**src/rtl/serial_subtractor.sv**
```systemverilog
// serial_subtractor: bit-serial a - b, LSB first, with start/busy/done framing.
// Define SERIAL_SUB_OVERFLOW_EN to add the registered signed-overflow output.
module serial_subtractor #(
  parameter int WIDTH = 8
) (
  input  logic             clk,
  input  logic             rst_n,
  input  logic             start,
  input  logic [WIDTH-1:0] a,
  input  logic [WIDTH-1:0] b,
  output logic             busy,
  output logic             done,
  output logic [WIDTH-1:0] diff,
  output logic             borrow_out
`ifdef SERIAL_SUB_OVERFLOW_EN
  ,
  output logic             overflow
`endif
);
  localparam int CW = $clog2(WIDTH + 1);
  // Encoding chosen so busy and done come straight from state flops.
  typedef enum logic [1:0] {S_IDLE = 2'b00, S_SHIFT = 2'b01, S_DONE = 2'b10} state_t;
  state_t state, next;
  logic [WIDTH-1:0] a_sr, b_sr, r_sr, r_next;
  logic [CW-1:0] cnt;
  logic br, d, br_n, last, accept;
`ifdef SERIAL_SUB_OVERFLOW_EN
  logic a_msb, b_msb;
`endif
  assign d      = a_sr[0] ^ b_sr[0] ^ br;
  assign br_n   = (~a_sr[0] & b_sr[0]) | (~(a_sr[0] ^ b_sr[0]) & br);
  assign last   = cnt == CW'(WIDTH - 1);
  assign r_next = {d, r_sr[WIDTH-1:1]};
  assign accept = state != S_SHIFT && start;
  assign busy   = state[0];
  assign done   = state[1];
  always_comb begin
    next = state;
    next = state == S_SHIFT ? (last ? S_DONE : S_SHIFT) : (start ? S_SHIFT : S_IDLE);
  end
  always_ff @(posedge clk or negedge rst_n) begin
    if (!rst_n) begin
      state      <= S_IDLE;
      a_sr       <= '0;
      b_sr       <= '0;
      r_sr       <= '0;
      cnt        <= '0;
      br         <= 1'b0;
      diff       <= '0;
      borrow_out <= 1'b0;
`ifdef SERIAL_SUB_OVERFLOW_EN
      a_msb      <= 1'b0;
      b_msb      <= 1'b0;
      overflow   <= 1'b0;
`endif
    end else begin
      state <= next;
      if (accept) begin
        a_sr <= a;
        b_sr <= b;
        r_sr <= '0;
        cnt  <= '0;
        br   <= 1'b0;
`ifdef SERIAL_SUB_OVERFLOW_EN
        a_msb <= a[WIDTH-1];
        b_msb <= b[WIDTH-1];
`endif
      end else if (state == S_SHIFT) begin
        a_sr <= a_sr >> 1;
        b_sr <= b_sr >> 1;
        r_sr <= r_next;
        cnt  <= cnt + CW'(1);
        br   <= br_n;
        if (last) begin
          diff       <= r_next;
          borrow_out <= br_n;
`ifdef SERIAL_SUB_OVERFLOW_EN
          overflow   <= (a_msb ^ b_msb) & (d ^ a_msb);
`endif
        end
      end
    end
  end
endmodule

```
**config.mk**
```make
export PLATFORM = sky130hd
export DESIGN_NAME = serial_subtractor
export DESIGN_NICKNAME = d
export VERILOG_FILES = /design/src/rtl/serial_subtractor.sv
export SDC_FILE = /design/constraint.sdc
export NUM_CORES = 1
export LEC_CHECK = 0
export BUFFER_PORTS_ARGS = -buffer_cell sky130_fd_sc_hd__clkbuf_2
export CORE_ASPECT_RATIO = 0.75
export CORE_UTILIZATION = 44
export CTS_CLUSTER_DIAMETER = 60
export CTS_CLUSTER_SIZE = 14
export DETAILED_ROUTE_END_ITERATION = 8
export GPL_TIMING_DRIVEN = 1
export MAX_ROUTING_LAYER = met4
export PLACE_DENSITY = 0.7
export SLEW_MARGIN = 20
export SYNTH_ARGS = -nofsm -noshare
export SYNTH_HDL_FRONTEND = slang
export SYNTH_SLANG_ARGS = --single-unit
```
**constraint.sdc**
```tcl
create_clock -name clk -period 2.1 [get_ports clk]
set_clock_uncertainty 0.05 [all_clocks]
set_input_delay 0.21 -clock clk [delete_from_list [all_inputs] [get_ports clk]]
set_output_delay 0.21 -clock clk [all_outputs]
set_load 0.03 [all_outputs]
```
==> impl_metrics.yaml, run 1 <==
synthesis:
  synth_compound_area_frac: 0.0482
  synth_cell_types: 23
  yosysTopAreaCell: "dfrtp_1"
  synth_top_family_by_area: "multiplexers"
  synth_edf_count: 0
  synth_mux_area_frac: 0.183
  synthAdderAreaFrac: 0.0187
  yosys.area.top_type_share: 0.561
  synth.ff_latch_count: 39
  dominantRegCellSynth: "dfrtp_1"
  synth_xor_area_frac: 0
  synth_cells: 149
  yosysMostFrequentCell: "dfrtp_1"
  avgSynthCellArea_um2: 11.7
  yosysWarnings: 0
  yosysSeqAreaShare: 0.561
  synthArstFlopShare: 1.00
  ys_top_cells_by_count: "39 x dfrtp_1, 32 x nand2_1, 18 x mux2i_1, 9 x o21ai_0, 8 x nand3b_1"
  synthesis.area_um2: 1740
  syn-num-nets: 170
  synthTopCellsByArea: "dfrtp_1 56%, mux2i_1 10%, nand2_1 6.9%"
  yosys.area_share.simple: 0.146
drt:
  via_count: 1128
  post_drt_wl_per_cell_um: 13.6
  drtIter0Drc: 123
  via_per_inst: 4.82
  first_pass_iters: 4
  drc_errors: 0
  wl_um: 3180
  detail-route-antenna-nets: 0
clock_tree:
  cts_root_buffer: "clkbuf_8"
  numCtsBuffers: 5
  clockBufferDepth: 2
  worstSkewPairLatency_ns: 0.29
  h-tree-depth: 2
  cts_tree: "built"
  clk_pin_slew_ns: 0.08
  cts_sinks: 39
placed_design:
  port_buffers: 29
  gp_congestion: 0.779
  dpl_worst_slack_ns: 0.384
  dp_hpwl_um: 2230
  placedCellCount: 225
sta:
  finalWorstSetupSlack_ns: 0.379
  finalHoldViolCount: 0
  fin_crit_ns: 1.72
  setup_violations: 0
  rsz0062_at_grt: "false"
  fmax_mhz: 581
  tns_ns: 0
  holdWs_ns: 0.127
  relSlewSlack: 0.676
  finalCritPeriodShare: 0.819
  worstMarginPinSlew_ns: 0.486
  drv_slew: 0
floorplanning:
  num_rows: 19
  dieArea_um2: 4210
  start_util: 0.466
  ios: 30
  die_w_um: 74.6
  core_um2: 3730
  dieHeight_um: 56.5
min_path:
  holdPathStages: 3
  hold_path.class: "in2reg"
  min_from: "a[7]"
setup_path:
  crit_required_ns: 2.23
  worstPathArrival_ns: 1.85
  startpoint_type: "register"
  worstReg2RegStart: "state[1]"
  rr_worst_depth: 4
  cp-startpoint: "state[1]"
  critPathKind: "reg2reg"
  crit_path_end_kind: "register"
  worstPathMaxFanout: 12
final_layout:
  area_delta_synth_final_pct: 19.1
  n_antenna_cell: 0
  instances_no_fill: 234
  fillers: 304
  drive_gt1_frac: 0.302
  final_util: 0.555
  fin_nets: 202
global_route:
  grt_pass1_vias: 1198
  overflow: 0
  grt_pass1_wl_um: 5750
  grt_max_degree: 40
  antenna_found_initial: 0
  gr-usage-all-layers: 0.192
run:
  max_cap_viol_count: 0
outcome:
  status: "finished clean"
power:
  power_density_nw_per_um2: 1550
  leakage_nw: 1.05
  ir_worst_vdd_mv: 1.04
[final timing paths]
path                                   end  slack [ns]
worst max-delay path               diff[3]        0.38
worst min register to register     a_sr[2]        0.44
worst min-delay path               a_sr[7]        0.13
worst max register to register     diff[3]        0.38
min in group asynchronous          b_sr[5]        0.44
max in group asynchronous       borrow_out        1.21
[per-stage QoR]
stage | total power, mW | instance area [µm²]
floorplan | 2.17 | 1740
global placement | 2.43 | 1930
detailed placement | 2.49 | 1930
CTS | 3.24 | 2070
global route | 3.45 | 2070
finish | 3.21 | 2070
[registers in the layout, indices dropped and copies added (netlist names)]
name        count
b_sr            8
a_sr            8
diff            8
cnt             4
borrow_out      1
state           2
br              1
r_sr            7
[routing by layer]
layer	vias up	routed length (µm)	share of wire	track usage
li1	558	-	-	-
met1	555	1510	0.47	0.252
met2	13	1530	0.48	0.277
met3	2	116	0.036	0.0664
met4	0	27	0.0085	0.0674
met5	-	0	0	-
[power by group]
part | switching (mW) | internal (mW)
registers | 0.203 | 1.05
clock network | 0.270 | 0.474
logic | 0.726 | 0.486
[cells in the final DEF (no fill, tap or decap)]
cell type,count
a211o_1,1
and3_1,1
buf_4,5
bufinv_16,2
clkbuf_2,29
clkbuf_8,5
clkinvlp_4,1
dfrtp_1,39
dlygate4sd3_1,1
fa_1,1
ha_1,1
inv_1,3
mux2_2,3
mux2_4,7
mux2i_1,18
nand2_1,32
nand2b_4,1
nand3_1,1
nand3b_1,8
nor2_1,4
nor2b_2,1
nor3_1,1
nor3_4,1
o21ai_0,9
o21ai_1,6
or3_1,1
[critical path, cell delays in order, from the launching register on]
cell and delay (ns):
dfrtp_1 0.41, nand2b_4 0.22, nor3_4 0.39, buf_4 0.24
mux2_4 0.30
[final cells by class]
| class | instances | area [µm²] | area share |
|---|---|---|---|
| timing repair buffer | 35 | 193 | 0.0929 |
| clock inverter | 3 | 67.6 | 0.0326 |
| inverter | 3 | 11.3 | 0.00543 |
| clock buffer | 5 | 68.8 | 0.0332 |
| multi-input combinational | 97 | 692 | 0.334 |
| sequential | 39 | 976 | 0.471 |
| tap | 52 | 65.1 | 0.0314 |
[cell families after synthesis]
logic type / after synthesis
buffers and inverters: 13
AOI/OAI and AO/OA: 16
muxes: 28
adders and majority gates: 2
and+or+nand+nor: 51
DFF: 39
[repair_timing]
item / CTS / global route
hold buffers: 1 / 0
endpoints found under the hold margin: 39 / 0
gates resized for setup: 0 / 0
setup buffers: 0 / 0
Power figures use the tool's default switching activity.
==> run 2: changes to the inputs <==
--- a/config.mk
+++ b/config.mk
@@ -13,7 +13,7 @@
 export DETAILED_ROUTE_END_ITERATION = 8
 export GPL_TIMING_DRIVEN = 1
 export MAX_ROUTING_LAYER = met4
-export PLACE_DENSITY = 0.7
+export PLACE_DENSITY = 0.73
 export SLEW_MARGIN = 20
 export SYNTH_ARGS = -nofsm -noshare
 export SYNTH_HDL_FRONTEND = slang
==> constraint.sdc (replaced) <==
create_clock -name clk -period 1.55 [get_ports clk]
set_clock_uncertainty 0.05 [all_clocks]
set_input_delay 0.155 -clock clk [delete_from_list [all_inputs] [get_ports clk]]
set_output_delay 0.155 -clock clk [all_outputs]
set_load 0.03 [all_outputs]
==> run 2 against run 1 <==
- combinational power rose by 42%
- maximum frequency is 15% higher
- sequential cell count is the same
==> impl_metrics.yaml, run 2 (same netlist as run 1, synthesis figures left out) <==
sta:
  worstMarginPinSlew_ns: 0.476
  setup_violations: 0
  drv_slew: 0
  finalHoldViolCount: 0
  tns_ns: 0
  relSlewSlack: 0.683
  finalCritPeriodShare: 0.967
  fmax_mhz: 667
  rsz0062_at_grt: "false"
  fin_crit_ns: 1.50
setup_path:
  critPathKind: "reg2reg"
  reg2reg_slack_ns: 0.05
  startpoint_type: "register"
  worstReg2RegStart: "cnt[0]"
  crit_path_end_kind: "register"
  worstPathMaxFanout: 11
  crit_required_ns: 1.68
  worstPathArrival_ns: 1.63
  cp-startpoint: "cnt[0]"
power:
  power_density_nw_per_um2: 1980
  leakage_nw: 1.04
  switching_share: 0.393
  pwr-share-clk: 0.160
  ir_worst_vdd_mv: 0.836
  switchingPower_mw: 1.60
  p_comb_frac: 0.422
  intPower_mw: 2.47
  power.share.sequential: 0.418
placed_design:
  dp_hpwl_um: 2090
  port_buffers: 29
  gp_congestion: 0.722
  dpl_cell_area_um2: 1950
final_layout:
  layout_common_cells: "39 x dfrtp_1, 31 x nand2_1, 29 x clkbuf_2"
  seqCellArea_um2: 976
  reg.largest.list: "a_sr x8, b_sr x8, diff x8"
  multi_input_area_um2: 697
  drive_gt1_frac: 0.302
  fillers: 315
  finalInstanceArea_um2: 2050
  final_common_cell: "dfrtp_1"
  fin_nets: 202
  area_delta_synth_final_pct: 17.7
  n_antenna_cell: 0
clock_tree:
  clk_pin_slew_ns: 0.07
  numCtsBuffers: 5
  cts_sinks: 39
  h-tree-depth: 2
  clockBufferDepth: 2
  worstSkewPairLatency_ns: 0.29
  cts_tree: "built"
  cts_root_buffer: "clkbuf_8"
  post_cts_buffers: 0
drt:
  post_drt_wl_per_cell_um: 13.1
  top_layer: "met4"
  wl_met3_um: 92
  wl_met1_um: 1380
  routed-wl-met2_um: 1530
  via_per_inst: 4.97
  detail-route-antenna-nets: 0
  via_count: 1162
  drc_errors: 0
  drtIter0Drc: 79
  wl_um: 3060
  first_pass_iters: 4
floorplanning:
  core_um2: 3730
  dieArea_um2: 4210
  ios: 30
  dieHeight_um: 56.5
  start_util: 0.466
  num_rows: 19
  die_w_um: 74.6
global_route:
  gr-usage-all-layers: 0.179
  grt_max_degree: 40
  grt_pass1_vias: 1211
  grt_pass1_wl_um: 5350
  overflow: 0
  antenna_found_initial: 0
min_path:
  hold_path.class: "in2reg"
  min_from: "b[7]"
run:
  max_cap_viol_count: 0
outcome:
  status: "finished clean"
-- run 2: changes by cell type in the layout (fill, tap and decap cells not counted), moves of 2 or more --
cell,change
bufinv_16,-2
buf_4,-2
clkbuf_1,+2
buf_12,+2
-- run 2: layout make-up --
type	instances	area share
flip-flops and latches	39	0.476
multi-input cells	97	0.340
repair buffers	35	0.106
clock buffers	7	0.0373
well taps	52	0.0318
inverters	3	0.00550
clock inverters	1	0.00244
-- run 2: stage by stage --
| step | hold WS, ns | power [mW] | utilization | instances | setup WS [ns] |
|---|---|---|---|---|---|
| final | 0.0663 | 4.07 | 0.549 | 234 | 0.0517 |
| after global routing | 0.0583 | 4.37 | 0.549 | 234 | 0.0123 |
| after CTS | 0.0578 | 4.10 | 0.547 | 234 | 0.0297 |
| after detailed placement | 0.187 | 3.43 | 0.523 | 225 | 0.0399 |
| after global placement | 0.173 | 3.33 | 0.523 | 225 | 0.108 |
| after floorplan | -0.191 | 2.94 | - | 149 | 0.0345 |
-- run 2: worst paths after layout --
kind                            to  cells past startpoint
min reg2reg                a_sr[6]                      2
min in group asynchronous  a_sr[5]                      3
max in group asynchronous  b_sr[2]                      3
max reg2reg                diff[6]                      5
min                        b_sr[7]                      3
max                        diff[6]                      5
-- run 2: layer usage --
metal,global-route usage,vias to the layer above
li1,-,562
met1,0.206,578
met2,0.295,15
met3,0.0485,7
met4,0.0728,0
met5,-,-
-- run 2: power groups by stage --
stage / Clock, mW / Combinational [mW] / Sequential [mW]
5_1_grt: 0.730 / 1.89 / 1.75
6_report: 0.651 / 1.72 / 1.70
3_5_place_dp: 0 / 1.73 / 1.70
2_1_floorplan: 0 / 1.05 / 1.89
3_3_place_gp: 0 / 1.65 / 1.68
4_1_cts: 0.673 / 1.73 / 1.70
-- run 2: timing repair --
item,4_1_cts,5_1_grt
setup endpoints to repair,0,1
resized for setup,0,2
endpoints found under the hold margin,39,0
hold buffers,1,0
-- run 2: critical path: stages (launching register included) --
cell and delay [ns]:
dfrtp_1 0.39, ha_2 0.21, nand2_2 0.07, nor3_4 0.16, buf_12 0.17, mux2_2 0.33
==> run 3: changes to the inputs <==
--- a/config.mk
+++ b/config.mk
@@ -14,6 +14,7 @@
 export GPL_TIMING_DRIVEN = 1
 export MAX_ROUTING_LAYER = met4
 export PLACE_DENSITY = 0.73
+export REMOVE_ABC_BUFFERS = 1
 export SLEW_MARGIN = 20
 export SYNTH_ARGS = -nofsm -noshare
 export SYNTH_HDL_FRONTEND = slang
==> run 3 against run 2 <==
- sequential share of layout area fell by 0.75 points
- setup slack better by 0.034 ns
- combinational power fell by 3%
- critical path depth is the same
- wire length increased by 2.0%
- register-to-register slack gained 0.03 ns
- non-clock buffer count rose by 3
- total power increased by 4.1%
- largest power group is now sequential cells
==> impl_metrics.yaml, run 3 (same netlist as run 1, synthesis figures left out) <==
clock_tree:
  post_cts_buffers: 0
  clk_pin_slew_ns: 0.08
  worstSkewPairLatency_ns: 0.30
  cts_root_buffer: "clkbuf_8"
  cts_sinks: 39
  cts_tree: "built"
  h-tree-depth: 2
  numCtsBuffers: 5
  clockBufferDepth: 2
sta:
  rsz0062_at_grt: "false"
  fmax_mhz: 683
  worstMarginPinSlew_ns: 0.487
  setup_violations: 0
  drv_slew: 0
  fin_crit_ns: 1.46
  finalCritPeriodShare: 0.945
  relSlewSlack: 0.675
  finalWorstSetupSlack_ns: 0.0856
  finalHoldViolCount: 0
drt:
  detail-route-antenna-nets: 0
  drc_errors: 0
  via_count: 1173
  wl_met3_um: 131
  via_per_inst: 4.95
  wl_um: 3120
  top_layer: "met4"
  drtIter0Drc: 46
  routed-wl-met2_um: 1420
  first_pass_iters: 4
  wl_met1_um: 1510
  post_drt_wl_per_cell_um: 13.2
global_route:
  grt_pass1_wl_um: 5420
  grt_pass1_vias: 1226
  antenna_found_initial: 0
  gr-usage-all-layers: 0.180
  overflow: 0
  grt_max_degree: 40
placed_design:
  dpl_worst_slack_ns: 0.0612
  gp_congestion: 0.795
  placedCellCount: 228
  dpl_cell_area_um2: 1950
  port_buffers: 29
  dp_hpwl_um: 2270
setup_path:
  worstPathMaxFanout: 3
  path_buf_inv: 1
  crit_required_ns: 1.68
  path_delay_family: "flip-flops"
  r2r_end: "diff[3]"
  worstReg2RegStart: "cnt[0]"
  startpoint_type: "register"
  slowest_stage: "dfrtp_1"
  crit_path_end_kind: "register"
  rr_worst_depth: 5
  reg2reg_slack_ns: 0.09
  worstPathArrival_ns: 1.60
  crit_chain: "ha_1 > nand2_1 > nor3_4 > buf_4 > mux2_4"
  critPathKind: "reg2reg"
  cp_slowest_stage_delay_ns: 0.38
min_path:
  hold_path_end: "b_sr[7]"
  hold_path.class: "in2reg"
  min_from: "b[7]"
  holdPathStages: 3
power:
  ir_worst_vdd_mv: 0.800
  power_density_nw_per_um2: 2030
  leakage_nw: 1.06
  pwr-share-clk: 0.209
  switching_share: 0.377
  switchingPower_mw: 1.59
  finalPower_mw: 4.23
  p_comb_frac: 0.391
  intPower_mw: 2.64
  power.share.sequential: 0.400
outcome:
  status: "finished clean"
final_layout:
  instances_no_fill: 237
  drive_gt1_frac: 0.314
  layout_common_cells: "39 x dfrtp_1, 32 x nand2_1, 29 x clkbuf_2"
  n_antenna_cell: 0
  reg.largest.list: "a_sr x8, b_sr x8, diff x8"
  finalInstanceArea_um2: 2080
  fin_nets: 205
  final_common_cell: "dfrtp_1"
  area_delta_synth_final_pct: 19.6
floorplanning:
  ios: 30
  dieHeight_um: 56.5
  die_w_um: 74.6
  num_rows: 19
  dieArea_um2: 4210
  core_um2: 3730
  start_util: 0.466
run:
  max_cap_viol_count: 0
-- run 3: metal layers --
layer	track usage	vias to the layer above
met5	-	-
met4	0.0809	0
met3	0.0485	5
met2	0.279	32
met1	0.219	566
li1	-	570
-- run 3: worst max-delay path by stage --
| stage | cells past startpoint | slack [ns] | from | to |
|---|---|---|---|---|
| finish | 5 | 0.09 | cnt[0] | diff[3] |
| CTS | 5 | 0.05 | cnt[1] | diff[1] |
| global route | 5 | 0.009 | cnt[1] | diff[2] |
| global placement | 5 | 0.09 | cnt[0] | diff[1] |
| detailed placement | 5 | 0.06 | cnt[1] | diff[1] |
| floorplan | 3 | -1.04 | state[0] | cnt[3] |
-- run 3: area by class of cell --
class / instances / area [µm²]
Clock buffer: 6 / 82.6
Clock inverter: 2 / 35.0
Fill cell: 336 / 1650
Inverter: 3 / 11.3
Multi-Input combinational cell: 97 / 692
Sequential cell: 39 / 976
Tap cell: 52 / 65.1
Timing Repair Buffer: 38 / 219
-- run 3: worst register-to-register path, cell delays in order (launching register included) --
cell     delay (ns)
dfrtp_1        0.38
ha_1           0.19
nand2_1        0.10
nor3_4         0.17
buf_4          0.17
mux2_4         0.29
-- run 3: power by group through the flow --
stage                     combinational (mW)  sequential, mW  clock, mW
after floorplan                        0.933            1.89          0
after global placement                  1.62            1.69          0
after detailed placement                1.68            1.72          0
after CTS                               1.68            1.70      0.906
after global routing                    1.87            1.75      0.955
final                                   1.66            1.69      0.884
-- run 3: per-stage QoR --
step	hold WS, ns	utilization	setup TNS, ns
6_report	0.0535	0.557	0
5_1_grt	0.0849	0.557	0
4_1_cts	0.0513	0.556	0
3_5_place_dp	0.187	0.522	0
3_3_place_gp	0.179	0.522	0
2_1_floorplan	-0.191	-	-24.05
-- run 3: what timing repair did --
action / CTS / global route
resized for setup: 0 / 1
setup endpoints to repair: 0 / 4
endpoints found under the hold margin: 39 / 0
hold buffers: 1 / 0
